===== config.mk =====
export PLATFORM = sky130hd
export DESIGN_NAME = pac_motion
export DESIGN_NICKNAME = d
export VERILOG_FILES = /design/src/rtl/pac_motion.sv
export SDC_FILE = /design/constraint.sdc
export NUM_CORES = 2
export LEC_CHECK = 0
export BUFFER_PORTS_ARGS = -buffer_cell sky130_fd_sc_hd__buf_2
export CAP_MARGIN = 20
export CORE_AREA = 2 2 501 503
export CTS_CLUSTER_DIAMETER = 50
export DETAILED_ROUTE_END_ITERATION = 10
export DIE_AREA = 0 0 503 505
export PLACE_DENSITY_LB_ADDON = 0.08
export SYNTH_ARGS = -nofsm -noshare
export SYNTH_HDL_FRONTEND = slang
export SYNTH_SLANG_ARGS = --single-unit

===== constraint.sdc =====
create_clock -name clk -period 44.7 [get_ports clk]
set_clock_uncertainty 0.15 [all_clocks]
set_input_delay 6.705 -clock clk [delete_from_list [all_inputs] [get_ports clk]]
set_output_delay 6.705 -clock clk [all_outputs]
set_load 0.1 [all_outputs]

===== src/rtl/pac_motion.sv =====
// pac_motion: owns Pac-Man's position, heading, bean grid, score and the
// sticky game-over flag. On each move tick it probes the wall map at the
// four corners of the 32x32 sprite at the candidate position (requested
// direction first, current heading as fallback), commits a legal step and
// then eats the bean under the sprite centre.
//
// Ports:
//   clk, rst          system clock, asynchronous active-high reset
//   move_tick         one-cycle move-rate strobe (ignored unless idle)
//   dir_req[3:0]      key levels {up,down,left,right}, up has priority
//   GhostX, GhostY    ghost top-left position
//   wall_hit          combinational wall-map answer for (wall_x, wall_y)
//   wall_x, wall_y    wall probe coordinate (0 when not probing)
//   PacX, PacY        sprite top-left position
//   state             heading: 00 down, 01 up, 10 right, 11 left
//   beanmap           remaining beans, bit index = row*40+col
//   score             beans eaten, saturates at 1200
//   over              sticky game over
module pac_motion #(
  parameter logic [9:0]    START_X   = 10'd16,
  parameter logic [8:0]    START_Y   = 9'd16,
  parameter int            STEP      = 2,
  parameter logic [1199:0] BEAN_INIT = {1200{1'b1}}
) (
  input  logic          clk,
  input  logic          rst,
  input  logic          move_tick,
  input  logic [3:0]    dir_req,
  input  logic [9:0]    GhostX,
  input  logic [8:0]    GhostY,
  input  logic          wall_hit,
  output logic [9:0]    wall_x,
  output logic [8:0]    wall_y,
  output logic [9:0]    PacX,
  output logic [8:0]    PacY,
  output logic [1:0]    state,
  output logic [1199:0] beanmap,
  output logic [10:0]   score,
  output logic          over
);

  typedef enum logic [3:0] {
    IDLE, PROBE_A0, PROBE_A1, PROBE_A2, PROBE_A3,
    PROBE_B0, PROBE_B1, PROBE_B2, PROBE_B3, COMMIT, EAT, HALT
  } fsm_t;

  localparam logic signed [11:0] STEP_S = 12'(STEP);

  fsm_t              fsm_state, fsm_next;
  logic [1:0]        cand_dir, alt_dir, req_dir;
  logic              hit_acc;
  logic signed [11:0] cand_x, cand_y;
  logic              out_of_range, probing, any_hit;
  logic [9:0]        off_x;
  logic [8:0]        off_y;
  logic [6:0]        eat_col;
  logic [5:0]        eat_row;
  logic [10:0]       eat_idx;
  logic signed [10:0] dx, dy;
  logic              overlap, over_next;

  // Requested heading with up > down > left > right; no key keeps heading.
  always_comb begin
    req_dir = state;
    if      (dir_req[3]) req_dir = 2'b01;
    else if (dir_req[2]) req_dir = 2'b00;
    else if (dir_req[1]) req_dir = 2'b11;
    else if (dir_req[0]) req_dir = 2'b10;
  end

  // Candidate position in wide signed form so the range check sees
  // negative and oversized values before truncation.
  always_comb begin
    cand_x = {2'b00, PacX};
    cand_y = {3'b000, PacY};
    case (cand_dir)
      2'b00:   cand_y = cand_y + STEP_S;
      2'b01:   cand_y = cand_y - STEP_S;
      2'b10:   cand_x = cand_x + STEP_S;
      default: cand_x = cand_x - STEP_S;
    endcase
    out_of_range = (cand_x < 0) || (cand_x > 12'sd608) ||
                   (cand_y < 0) || (cand_y > 12'sd448);
  end

  // Corner selection: the probe index picks which of the four sprite
  // corners is presented to the wall map this cycle.
  always_comb begin
    off_x   = 10'd0;
    off_y   = 9'd0;
    probing = 1'b1;
    case (fsm_state)
      PROBE_A0, PROBE_B0: ;
      PROBE_A1, PROBE_B1: off_x = 10'd31;
      PROBE_A2, PROBE_B2: off_y = 9'd31;
      PROBE_A3, PROBE_B3: begin
        off_x = 10'd31;
        off_y = 9'd31;
      end
      default: probing = 1'b0;
    endcase
    wall_x = 10'd0;
    wall_y = 9'd0;
    if (probing && !out_of_range) begin
      wall_x = cand_x[9:0] + off_x;
      wall_y = cand_y[8:0] + off_y;
    end
    any_hit = hit_acc | wall_hit;
  end

  // Bean under the sprite centre: (P+16)>>4 is just the tile index plus one.
  always_comb begin
    eat_col = {1'b0, PacX[9:4]} + 7'd1;
    eat_row = {1'b0, PacY[8:4]} + 6'd1;
    eat_idx = 11'(eat_row) * 11'd40 + 11'(eat_col);
  end

  // Bounding-box overlap with the ghost and the sticky game-over term.
  always_comb begin
    dx        = $signed({1'b0, PacX}) - $signed({1'b0, GhostX});
    dy        = $signed({2'b00, PacY}) - $signed({2'b00, GhostY});
    overlap   = (dx > -11'sd32) && (dx < 11'sd32) &&
                (dy > -11'sd32) && (dy < 11'sd32);
    over_next = over | (beanmap == '0) | overlap;
  end

  // Next-state logic. A blocked or out-of-range primary move falls back to
  // the old heading only when that heading is actually different.
  always_comb begin
    fsm_next = fsm_state;
    if (over) begin
      fsm_next = HALT;
    end else begin
      case (fsm_state)
        IDLE:     if (move_tick) fsm_next = PROBE_A0;
        PROBE_A0: begin
          if (!out_of_range)           fsm_next = PROBE_A1;
          else if (alt_dir != cand_dir) fsm_next = PROBE_B0;
          else                          fsm_next = IDLE;
        end
        PROBE_A1: fsm_next = PROBE_A2;
        PROBE_A2: fsm_next = PROBE_A3;
        PROBE_A3: begin
          if (!any_hit)                 fsm_next = COMMIT;
          else if (alt_dir != cand_dir) fsm_next = PROBE_B0;
          else                          fsm_next = IDLE;
        end
        PROBE_B0: fsm_next = out_of_range ? IDLE : PROBE_B1;
        PROBE_B1: fsm_next = PROBE_B2;
        PROBE_B2: fsm_next = PROBE_B3;
        PROBE_B3: fsm_next = any_hit ? IDLE : COMMIT;
        COMMIT:   fsm_next = EAT;
        EAT:      fsm_next = IDLE;
        default:  fsm_next = HALT;
      endcase
    end
  end

  // Game state registers. Nothing but the FSM moves once over is set, so
  // an in-flight move never commits after a collision.
  always_ff @(posedge clk or posedge rst) begin
    if (rst) begin
      fsm_state <= IDLE;
      PacX      <= START_X;
      PacY      <= START_Y;
      state     <= 2'b10;
      beanmap   <= BEAN_INIT;
      score     <= 11'd0;
      over      <= 1'b0;
      cand_dir  <= 2'b10;
      alt_dir   <= 2'b10;
      hit_acc   <= 1'b0;
    end else begin
      fsm_state <= fsm_next;
      over      <= over_next;
      if (!over) begin
        case (fsm_state)
          IDLE: if (move_tick) begin
            cand_dir <= req_dir;
            alt_dir  <= state;
          end
          PROBE_A0, PROBE_B0: hit_acc <= wall_hit;
          PROBE_A1, PROBE_A2, PROBE_B1, PROBE_B2: hit_acc <= any_hit;
          COMMIT: begin
            PacX  <= cand_x[9:0];
            PacY  <= cand_y[8:0];
            state <= cand_dir;
          end
          EAT: if (eat_idx < 11'd1200 && beanmap[eat_idx]) begin
            beanmap[eat_idx] <= 1'b0;
            if (score != 11'd1200) score <= score + 11'd1;
          end
          default: ;
        endcase
        // The fallback path reuses the candidate logic with the old heading.
        if ((fsm_state == PROBE_A0 || fsm_state == PROBE_A3) &&
            fsm_next == PROBE_B0)
          cand_dir <= alt_dir;
      end
    end
  end

endmodule


==> impl_metrics.env <==
export IMPL_nNetsFinal=6088
export IMPL_drive_gt1_share_pct=54.69
export IMPL_crit_type="reg2out"
export IMPL_crit_arrival_ns=5.88
export IMPL_path_max_fanout=36
export IMPL_setup_ws_ns=31.97
export IMPL_synth_simple_area_share_pct=9.808
export IMPL_ctsHoldBuffers=0
export IMPL_clock_latency_ns=0.92
export IMPL_synth_seq_cells=1240
export IMPL_combPwrFrac_pct=1.1
export IMPL_final_max_slew_viol_count=0
export IMPL_core_area_um2=248200
export IMPL_drv_cap=0
export IMPL_post_dp_hpwl_mm=378.5
export IMPL_whs_ns=0.3217
export IMPL_powerDensity_nw_per_um2=36.43
export IMPL_routed_wl_mm=481.7
export IMPL_synthToLayoutAreaGrowth_pct=29.30
export IMPL_die_area_um2=254000
export IMPL_stdcell_count=9546
export IMPL_synth_xor_area_share_pct=1.118
export IMPL_cts_path_max_buffers=3
export IMPL_cts_sinks=1240
export IMPL_dpl_worst_slack_ns=32.80
export IMPL_post_route_min_period_ns=12.73
export IMPL_hold_viol_final=0
export IMPL_cts_resized=0
export IMPL_cts_setup_buffers=0
export IMPL_grtUsageTotal_pct=36.84
export IMPL_portBuffers=1276
export IMPL_synth_top_family_by_area="compound AO/OA/AOI/OAI gates"
export IMPL_grt_overflow=0
export IMPL_drtIter0Drc=7108
export IMPL_r2r_end="beanmap[503]"
export IMPL_wl_per_cell_um=50.46
export IMPL_reg2reg_depth=15
export IMPL_tritoncts="built"
export IMPL_worstSetupEndpoint="wall_y[3]"
export IMPL_synth_compound_area_share_pct=18.73
export IMPL_viasPerCell=5.935
export IMPL_synth_edf_count=0
export IMPL_rows=183
export IMPL_min_path_type="reg2reg"
export IMPL_sw_frac_of_total_pct=24.63
export IMPL_io_pin_count=1279
export IMPL_reg2reg_slack_ns=35.47
export IMPL_ys_seq_area_share_pct=54.06
export IMPL_power_switching_mw=0.6983
export IMPL_cp_start_kind="register"
export IMPL_synth_top_cell_by_area="dfstp_2"
export IMPL_worst_setup_path_end_kind="output pin"
export IMPL_cts_max_level=4
export IMPL_dr_pass1_iters=8
export IMPL_initial_core_util_pct=24.25
export IMPL_setup_viol=0
export IMPL_synth_main_ff_cell="dfstp_2"
export IMPL_post_route_period_util_pct=28.48
export IMPL_synth_area_top_cells="dfstp_2 53%, mux4_2 11%, o21a_1 11%"
export IMPL_fp_dieW_um=503
export IMPL_drtAntennaViolNets=0
export IMPL_grt_setup_unrepaired="false"
export IMPL_p_int_mw=2.137
export IMPL_outcome="finished, final reports clean"
export IMPL_dp_cells=9123
export IMPL_syn_area_per_cell_um2=12.78
export IMPL_r2r_start="PacX[4]"
export IMPL_nFillCells=25760
export IMPL_setup_tns_ns=0
export IMPL_clk_pin_slew_worst_paths_ns=0.06
export IMPL_yosysUniqueCellTypes=93
export IMPL_grt_pass1_wl_mm=610.9
export IMPL_place_congestion=1.011
export IMPL_vias=56660
export IMPL_yosys_warnings=0
export IMPL_synthArstFlopShare_pct=100.0
export IMPL_worst_pin_slew_ns=1.435
export IMPL_synthesis_area_um2=60190
export IMPL_power_share_clock_pct=59.1
export IMPL_cts_root_buf="clkbuf_16"
export IMPL_vdd_ir_drop_max_mv=0.03084
export IMPL_leakagePower_nw=32.07
export IMPL_required_ns=37.85
export IMPL_cts_made_buffers=209
export IMPL_antenna_found_initial=76
export IMPL_synth_area_mux_share_pct=11.76
export IMPL_slew_headroom_pct=4.313
export IMPL_p_seq_share_pct=39.8
export IMPL_drcViolationCount=0
export IMPL_synthAdderAreaFrac_pct=1.139
export IMPL_grt_max_degree=158
export IMPL_netlist_instances=4711
export IMPL_crit_path_start="PacX[4]"
export IMPL_fmax_mhz=78.54
export IMPL_dieHeight_um=505
export IMPL_first_global_vias=54410
export IMPL_yosysTopAreaCellShare_pct=52.60
synth_stat cells (37+ instances only):
master	instances
dfstp_2	1205
o21a_1	888
nand2_1	391
o31a_1	329
nor4_1	328
mux4_2	302
clkbuf_1	216
nor2_1	121
nand4_1	101
nand3_1	69
ha_1	50
o21ai_0	49
inv_1	48
nor3_1	46
xnor2_1	41
buf_2	38
buf_4	37
cell families (layout without fill, tap and decap cells):
kind of cell / Yosys count / in the layout
and+or+nand+nor: 1153 / 1153
buffers and inverters: 396 / 1866
adders and majority gates: 53 / 53
other: 1 / 36
muxes: 329 / 329
AOI/OAI and AO/OA: 1463 / 1463
xor gates and xnor gates: 76 / 76
DFF: 1240 / 1240
registers in the layout, summed over array words and instances (netlist names):
| signal | count |
|---|---|
| PacX | 9 |
| PacY | 8 |
| fsm_state | 4 |
| beanmap | 1200 |
| score | 11 |
| hit_acc | 1 |
| state | 2 |
| alt_dir | 2 |
| cand_dir | 2 |
| over | 1 |
layout by cell type, fill, tap and decap left out, types with 15 or more instances in the layout:
cell type   synthesis  layout
a21oi_1            35      35
a31oi_1            22      22
buf_2              38    1279
buf_4              37     141
bufinv_16           0      15
clkbuf_1          216      23
clkbuf_16           0     211
clkbuf_8            0      25
clkinv_2            0      21
clkinv_4            0      25
clkinvlp_4          0      26
dfrtp_1            35      35
dfstp_2          1205    1204
diode_2             0      34
ha_1               50      49
inv_1              48      47
inv_6               0      21
mux2i_1            21      21
mux4_2            302     302
nand2_1           391     391
nand3_1            69      69
nand4_1           101     101
nor2_1            121     116
nor3_1             46      37
nor4_1            328     313
nor4_2              1      16
o21a_1            888     888
o21ai_0            49      48
o22ai_1            27      27
o31a_1            329     328
xnor2_1            41      35
xor2_1             34      30
area by class of cell:
type                            count  area, um^2  share of cell area, %
Antenna cell                       34       85.08                 0.1093
Clock buffer                      259        5710                  7.338
Clock inverter                    126        1440                  1.850
Inverter                           50       195.2                 0.2508
Multi-Input combinational cell   3076       26000                  33.41
Sequential cell                  1240       32540                  41.81
Tap cell                         3330        4167                  5.354
Timing Repair Buffer             1431        7687                  9.878
routing by layer:
layer,vias to the layer above,routed length [um],track usage (%)
met3,835,47790,11.73
met1,31080,192800,47.05
met4,16,29070,19.08
met5,-,111,0
li1,20970,-,-
met2,3765,212000,55.47
metrics by stage:
step	util, %	power [mW]	cell area (um^2)
final	31.36	2.835	77820
after global routing	31.32	2.904	77740
after CTS	31.30	2.854	77690
after detailed placement	28.42	1.175	70540
after global placement	28.41	1.175	70510
after floorplan	-	1.157	60190
power groups by stage:
stage | Combinational (mW) | Sequential [mW] | Clock, mW
floorplan | 0.0184 | 1.14 | 0
global placement | 0.0309 | 1.14 | 0
detailed placement | 0.0311 | 1.14 | 0
CTS | 0.0311 | 1.13 | 1.69
global route | 0.0345 | 1.13 | 1.74
finish | 0.0303 | 1.13 | 1.68
worst min path at each step:
stage                      start           end  slack, ns  cells after the start
floorplan             alt_dir[0]    alt_dir[0]       0.37                      1
global placement    beanmap[222]  beanmap[222]       0.31                      1
detailed placement  beanmap[482]  beanmap[482]       0.31                      1
CTS                 beanmap[686]  beanmap[686]       0.32                      1
global route        beanmap[221]  beanmap[221]       0.33                      1
finish              beanmap[482]  beanmap[482]       0.32                      1
worst max-delay path: stages, from the launching register on:
cell       delay [ns]
dfstp_4          0.98
clkinv_1         0.53
buf_12           0.32
ha_1             0.21
o31ai_1          0.08
and4_1           0.26
o21a_1           0.13
nor3_1           0.09
a211o_1          0.32
a2111oi_4        0.72
nand2_1          0.51
nor3_1           0.34
buf_2            0.47
Power figures use the tool's default switching activity.
